File: src/rtl/sram_access_ctrl.sv
// sram_access_ctrl: times external SRAM write/read cycles and tracks read-compare errors
module sram_access_ctrl #(
  parameter int WR_CYCLES = 2,
  parameter int RD_CYCLES = 2
) (
  input  logic        clk,
  input  logic        clr,
  input  logic        wr_req,
  input  logic        rd_req,
  input  logic [17:0] addr,
  input  logic [5:0]  pattern,
  input  logic        err_clr,
  output logic [17:0] sram_a,
  output logic        sram_ce_n,
  output logic        sram_we_n,
  output logic        sram_oe_n,
  output logic [15:0] sram_dq_o,
  output logic        sram_dq_oe,
  input  logic [15:0] sram_dq_i,
  output logic        busy,
  output logic        done,
  output logic        err,
  output logic [15:0] err_cnt,
  output logic [17:0] first_err_addr,
  output logic [15:0] first_err_data,
  output logic        overrun
);
  typedef enum logic [2:0] {IDLE, WR_SETUP, WR_PULSE, WR_HOLD, RD_WAIT, RD_CMP} state_t;
  state_t state;
  logic [3:0] cnt;
  logic [15:0] rd_data;
  logic [15:0] word;
  logic drop;
  logic mism;
  assign word = {pattern, addr[9:0]};
  assign drop = busy ? (wr_req || rd_req) : (wr_req && rd_req);
  assign mism = (state == RD_CMP) && (rd_data != sram_dq_o);
  // Bus-cycle FSM with registered strobes, plus error statistics updated alongside
  always_ff @(posedge clk) begin
    if (!clr) begin
      state          <= IDLE;
      cnt            <= '0;
      rd_data        <= '0;
      sram_a         <= '0;
      sram_ce_n      <= 1'b1;
      sram_we_n      <= 1'b1;
      sram_oe_n      <= 1'b1;
      sram_dq_o      <= '0;
      sram_dq_oe     <= 1'b0;
      busy           <= 1'b0;
      done           <= 1'b0;
      err            <= 1'b0;
      err_cnt        <= '0;
      first_err_addr <= '0;
      first_err_data <= '0;
      overrun        <= 1'b0;
    end else begin
      done <= 1'b0;
      case (state)
        IDLE: begin
          if (wr_req) begin
            state      <= WR_SETUP;
            sram_a     <= addr;
            sram_dq_o  <= word;
            sram_ce_n  <= 1'b0;
            sram_dq_oe <= 1'b1;
            busy       <= 1'b1;
          end else if (rd_req) begin
            state     <= RD_WAIT;
            sram_a    <= addr;
            sram_dq_o <= word;
            sram_ce_n <= 1'b0;
            sram_oe_n <= 1'b0;
            busy      <= 1'b1;
            cnt       <= 4'(RD_CYCLES - 1);
          end
        end
        WR_SETUP: begin
          state     <= WR_PULSE;
          sram_we_n <= 1'b0;
          cnt       <= 4'(WR_CYCLES - 1);
        end
        WR_PULSE: begin
          if (cnt == 4'd0) begin
            state     <= WR_HOLD;
            sram_we_n <= 1'b1;
            done      <= 1'b1;
          end else cnt <= cnt - 4'd1;
        end
        WR_HOLD: begin
          state      <= IDLE;
          sram_ce_n  <= 1'b1;
          sram_dq_oe <= 1'b0;
          busy       <= 1'b0;
        end
        RD_WAIT: begin
          if (cnt == 4'd0) begin
            state   <= RD_CMP;
            rd_data <= sram_dq_i;
            done    <= 1'b1;
          end else cnt <= cnt - 4'd1;
        end
        RD_CMP: begin
          state     <= IDLE;
          sram_ce_n <= 1'b1;
          sram_oe_n <= 1'b1;
          busy      <= 1'b0;
        end
        default: state <= IDLE;
      endcase
      if (err_clr) begin
        err            <= 1'b0;
        err_cnt        <= '0;
        first_err_addr <= '0;
        first_err_data <= '0;
        overrun        <= 1'b0;
      end else begin
        if (drop) overrun <= 1'b1;
        if (mism) begin
          err_cnt <= (err_cnt == 16'hFFFF) ? err_cnt : err_cnt + 16'd1;
          if (!err) begin
            first_err_addr <= sram_a;
            first_err_data <= rd_data;
          end
          err <= 1'b1;
        end
      end
    end
  end
endmodule
File: config.mk
export PLATFORM = sky130hd
export DESIGN_NAME = sram_access_ctrl
export DESIGN_NICKNAME = d
export VERILOG_FILES = /design/src/rtl/sram_access_ctrl.sv
export SDC_FILE = /design/constraint.sdc
export NUM_CORES = 1
export LEC_CHECK = 0
export CORE_MARGIN = 3
export CORE_UTILIZATION = 47
export CTS_CLUSTER_SIZE = 14
export DETAILED_ROUTE_END_ITERATION = 10
export GPL_ROUTABILITY_DRIVEN = 0
export PLACE_DENSITY = 0.8
export SYNTH_ARGS = -nofsm -noshare
export SYNTH_HDL_FRONTEND = slang
export SYNTH_SLANG_ARGS = --single-unit
File: constraint.sdc
create_clock -name clk -period 3.65 [get_ports clk]
set_clock_uncertainty 0.05 [all_clocks]
set_input_delay 0.73 -clock clk [delete_from_list [all_inputs] [get_ports clk]]
set_output_delay 0.73 -clock clk [all_outputs]
set_load 0.03 [all_outputs]
==> reports/metrics.cfg, run 1 <==
[setup_path]
rrSetupSlack_ns = 1.10
path_buf_inv = 0
arrival_ns = 2.80
crit_path_frequent_cell = o21ai_0
slowest_stage = o21ai_0
cp_top_family = compound AO/OA/AOI/OAI gates
cp.required_ns = 3.90
rr_startpoint = err_cnt[0]
path_max_fanout = 11
start_kind = flop
startpoint = err_cnt[0]
critical_path_class = flop to flop
crit_chain = ha_1 > and4_1 > nand4_1 > o21ai_0 > o21ai_0 > a21oi_1
end_kind = flop
slowest_delay_ns = 0.81

[routing]
avgRoutedWirePerCell_um = 16.2
dr.pass1.iters = 5
via_per_inst = 5.56
ant_nets = 0
wl_mm = 12.6
via_count = 4318
route.detailed.drc = 0
drt_iter0_drc = 353

[timing]
rsz0062_at_grt = false
setup-violations-final = 0
post-route-period-util_pct = 69.9
clock.fmax_mhz = 392
setup_tns_ns = 0
slew_headroom_pct = 29.7
drv_slew = 0
worst_slew_pin_slew_ns = 1.05
hold_viol = 0
fin_crit_ns = 2.55
worst_hold_slack_ns = 0.429

[cells_and_area]
stdcell_count = 777
multi_input_area_um2 = 2130
final_nets = 691
final_cell_mix = 136 x clkdlybuf4s50_1, 105 x dfxtp_1, 83 x a21oi_1
drive_above_1_share_pct = 5.25
final_common_cell = clkdlybuf4s50_1
num-fill-cells = 817
syn2layout_area_growth_pct = 34.4
num_antenna_cells = 0
regArea_um2 = 2100

[synthesis]
synth_warnings = 0
syn_area_um2 = 4480
yosys_register_bits = 105
yosys-top-cells-area = dfxtp_1 47%, a21oi_1 9.3%, o21ai_0 5.1%
syn-num-nets = 587
ys_seq_area_share_pct = 46.9
yosysTopAreaCellShare_pct = 46.9
syn_inst = 539
yosys.area.top_type = dfxtp_1
synth.distinct_cells = 46
synth_area_per_cell_um2 = 8.32

[place]
dp_hpwl_mm = 9.19
placed_cells = 761
port_buffers = 136

[clock_network]
clockBufferDepth = 2
holdBufCountCts = 0
post-cts-setup-buffer-count = 0
clock_latency_ns = 0.37
clkTransAtPathRegs_ns = 0.10
post_cts_resized = 0
clock-root-buffer = clkbuf_8
cts_tree = built
cts_buffers = 9
htreeDepth = 3
cts.sinks = 105

[grt]
grt_max_degree = 52
grt_pass1_vias = 3884
grt_pass1_wl_mm = 20.2
antenna_found_initial = 0
grt.overflow.total = 0
grt_util_all_layers_pct = 22.8

[die]
fp.dieH_um = 104
dieArea_um2 = 10700
io_pins = 137
die_w_um = 104
rows = 35
initial_core_util_pct = 48.5
fp.coreArea_um2 = 9240

[power]
powerDensity_nw_per_um2 = 463
p_leak_nw = 2.21
ir_drop_mv = 0.265

[flow_run]
drv_cap = 0

[min_path]
hold_class = flop to flop
min_from = sram_a[11]

[status]
status = completed

[worst paths after layout]
path,endpoint,depth (start not counted)
max reg2reg,err_cnt[1],6
min,sram_a[11],2
min reg2reg,sram_a[11],2
max,err_cnt[1],6
[flip-flops by register name, indices dropped and copies added, names as in the netlist, 3 cells and up]
name            flops
first_err_data     16
sram_dq_o           6
err_cnt            16
state               3
sram_a             18
first_err_addr     18
rd_data            16
cnt                 4
[area by class of cell]
class,instances,share of cell area [%]
Multi-Input combinational cell,377,35.4
Sequential cell,105,34.9
Timing Repair Buffer,143,23.5
Tap cell,129,2.68
Clock buffer,10,2.28
Clock inverter,6,0.852
Inverter,7,0.436
[metal layers]
layer	part of all wire [%]	vias to the layer above	track usage, %	wire [um]
li1	-	2106	-	-
met1	44	2011	30.8	5560
met2	47	180	35.7	5910
met3	6.4	21	4.80	814
met4	2.7	0	9.31	345
met5	0	-	0	0
[metrics by stage]
stage	setup slack (ns)	total power, mW	util, %	cell area (um2)
after floorplan	1.51	1.85	-	4480
after global placement	1.02	2.11	63.2	5840
after detailed placement	0.993	2.13	63.2	5840
after CTS	1.10	2.80	65.2	6020
after global routing	0.783	2.92	65.2	6020
final	1.10	2.79	65.2	6020
[synth_stat cells (all sizes together)]
| library cell | instances |
|---|---|
| a211oi | 1 |
| a21o | 1 |
| a21oi | 83 |
| a31o | 1 |
| a31oi | 1 |
| and2 | 1 |
| and3 | 5 |
| and4 | 5 |
| buf | 18 |
| clkbuf | 32 |
| dfxtp | 105 |
| ha | 3 |
| inv | 7 |
| mux2i | 19 |
| nand2 | 60 |
| nand2b | 4 |
| nand3 | 41 |
| nand3b | 2 |
| nand4 | 7 |
| nor2 | 37 |
| nor2b | 1 |
| nor3 | 4 |
| nor3b | 1 |
| nor4 | 5 |
| o2111ai | 2 |
| o211a | 1 |
| o21ai | 47 |
| o311ai | 1 |
| o31ai | 7 |
| o32a | 1 |
| o32ai | 1 |
| o41ai | 1 |
| or2 | 1 |
| or3 | 5 |
| or4 | 10 |
| xnor2 | 1 |
| xor2 | 17 |
[report_power, final]
group	internal (mW)	switching [mW]	total, mW
Clock	0.275	0.414	0.689
Combinational	0.302	0.463	0.764
Sequential	1.23	0.113	1.34
[worst register-to-register path, delay by kind of cell, from the launching register on]
family | cells | cell delay (ns)
DFF | 1 | 0.44
adders and majority gates | 1 | 0.27
AOI/OAI and AO/OA | 3 | 1.14
and+or+nand+nor | 2 | 0.59
[cells by family (layout without fill, tap and decap cells)]
family | count (synthesis) | in the layout | share of synthesized area (%)
XOR/XNOR | 18 | 18 | 3.52
AND/OR/NAND/NOR | 189 | 189 | 20.9
multiplexers | 19 | 19 | 4.24
flip-flops | 105 | 105 | 46.9
buffers and inverters | 57 | 166 | 5.86
adder cells (fa/ha/maj) | 3 | 3 | 0.837
AO/OA/AOI/OAI | 148 | 148 | 17.8
No activity file was read; power rests on OpenSTA's default activity.
==> inputs of run 2 (changes only) <==
clock period = 2.6 ns   (was 3.65 ns; I/O delays follow)
==> reports/metrics.cfg, run 2 (synthesis gave the netlist of run 1 again) <==
[clock_network]
post_cts_resized = 0  ; unchanged
cts.sinks = 105  ; unchanged
cts_tree = built
cts_buffers = 9  ; unchanged
clockBufferDepth = 2  ; unchanged
clock-root-buffer = clkbuf_8
clock_latency_ns = 0.35  ; -0.02 ns
post-cts-setup-buffer-count = 0  ; unchanged
htreeDepth = 3  ; unchanged
clkTransAtPathRegs_ns = 0.09  ; about the same
holdBufCountCts = 0  ; unchanged

[die]
dieArea_um2 = 10700  ; unchanged
fp.dieH_um = 104  ; unchanged
fp.coreArea_um2 = 9240  ; unchanged
initial_core_util_pct = 48.5  ; unchanged
die_w_um = 104  ; unchanged
rows = 35  ; unchanged
io_pins = 137  ; unchanged

[power]
netSwitchingPower_mw = 1.36  ; +37%
combPwrFrac_pct = 27.4  ; about the same
p_int_mw = 2.75  ; +52%
p_leak_nw = 2.28  ; +2.9%
power_switching_share_pct = 33.1  ; -2.4 points
ir_drop_mv = 0.407  ; +54%
clockPowerShare_pct = 27.0  ; +2.3 points
seqPwrFrac_pct = 45.6  ; -2.3 points
powerDensity_nw_per_um2 = 668  ; +44%

[setup_path]
rr_startpoint = state[0]
path_buf_inv = 1  ; +1
reg2regPathDepth = 4  ; -2
cp_top_family = buffers and inverters
slowest_delay_ns = 0.77  ; -0.04 ns
arrival_ns = 1.63  ; -1.17 ns
path_max_fanout = 5  ; -6
start_kind = flop
cp.required_ns = 2.03  ; -1.87 ns
slowest_stage = clkdlybuf4s50_1
r2r-end = err_cnt[13]
rrSetupSlack_ns = 0.42  ; -0.68 ns
crit_chain = clkdlybuf4s50_1
critical_path_class = flop to output port
end_kind = output port

[timing]
rsz0062_at_grt = false
hold_viol = 0  ; unchanged
post-route-period-util_pct = 84.7
slew_headroom_pct = 67.2  ; +38 points
drv_slew = 0  ; unchanged
worst_slew_pin_slew_ns = 0.492  ; -0.563 ns
setup-violations-final = 0  ; unchanged
fin_crit_ns = 2.20
setup_tns_ns = 0  ; unchanged
clock.fmax_mhz = 454

[routing]
route.detailed.drc = 0  ; unchanged
ant_nets = 0  ; unchanged
via_per_inst = 5.62  ; +1.1%
dr.pass1.iters = 5  ; unchanged
via_count = 4404  ; +2.0%
avgRoutedWirePerCell_um = 16.1  ; -0.81%
drt_iter0_drc = 228  ; -35%
wl_mm = 12.6  ; about the same

[place]
port_buffers = 136  ; unchanged
dp_hpwl_mm = 9.27  ; +0.86%

[flow_run]
drv_cap = 0  ; unchanged

[min_path]
min_from = sram_a[11]
min_to = sram_a[11]
hold_class = flop to flop
min_path_cells = 2  ; unchanged

[grt]
grt_pass1_wl_mm = 20.2  ; +0.17%
antenna_found_initial = 0  ; unchanged
grt_util_all_layers_pct = 22.6  ; -0.21 points
grt.overflow.total = 0  ; unchanged
grt_max_degree = 62  ; +19%
grt_pass1_vias = 4067  ; +4.7%

[cells_and_area]
final_core_util_pct = 66.4  ; +1.2 points
final_common_cell = clkdlybuf4s50_1
final_nets = 698  ; +1.0%
reg.largest.list = first_err_addr: 18 flops, sram_a: 18 flops
syn2layout_area_growth_pct = 37.0
final_cell_mix = 136 x clkdlybuf4s50_1, 105 x dfxtp_1, 83 x a21oi_1
drive_above_1_share_pct = 6.26  ; +1.0 points
num_antenna_cells = 0  ; unchanged

[status]
status = completed

==> run 2: layer usage <==
metal  global-route usage, %  wire length [um]  vias to the layer above
li1                        -                 -                     2119
met1                    30.4              5690                     2094
met2                    37.6              5930                      171
met3                    4.24               793                       20
met4                    5.70               221                        0
met5                       0                 0                        -
==> run 2: final cells by class <==
class,count,area [um2]
fillers,782,3100
clock buffers,10,138
inverters,7,26.3
flip-flops and latches,105,2100
clock inverters,6,88.8
repair buffers,150,1490
multi-input cells,377,2130
well taps,129,161
==> run 2: worst min-delay path, stage by stage (launching register included) <==
cell and delay, ns:
dfxtp_1 0.33, nand2_1 0.05, a21oi_1 0.05
==> run 2: power groups by stage <==
stage | combinational (mW) | clock (mW) | sequential (mW)
2_1_floorplan | 0.603 | 0 | 1.99
3_3_place_gp | 1.10 | 0 | 1.90
4_1_cts | 1.12 | 1.14 | 1.87
5_1_grt | 1.21 | 1.19 | 1.89
3_5_place_dp | 1.12 | 0 | 1.91
6_report | 1.12 | 1.11 | 1.87
==> run 2: how the worst max path moves through the flow <==
stage	startpoint	endpoint	slack (ns)	cells after the start
after floorplan	err_cnt[0]	err_cnt[7]	0.46	7
after global placement	state[0]	err_cnt[13]	0.47	4
after detailed placement	wr_req	sram_a[14]	0.43	6
after CTS	sram_a[7]	sram_a[7]	0.39	1
after global routing	state[0]	err_cnt[13]	0.25	4
final	sram_a[0]	sram_a[0]	0.40	1
==> run 2: through the flow <==
step	power [mW]	area (um2)	hold WS [ns]	std cells	setup WS, ns
final	4.10	6140	0.428	784	0.399
after detailed placement	3.03	5910	0.417	768	0.433
after CTS	4.13	6140	0.432	784	0.390
after global routing	4.29	6140	0.453	784	0.247
after floorplan	2.60	4480	0.411	539	0.457
after global placement	3.00	5910	0.403	768	0.468
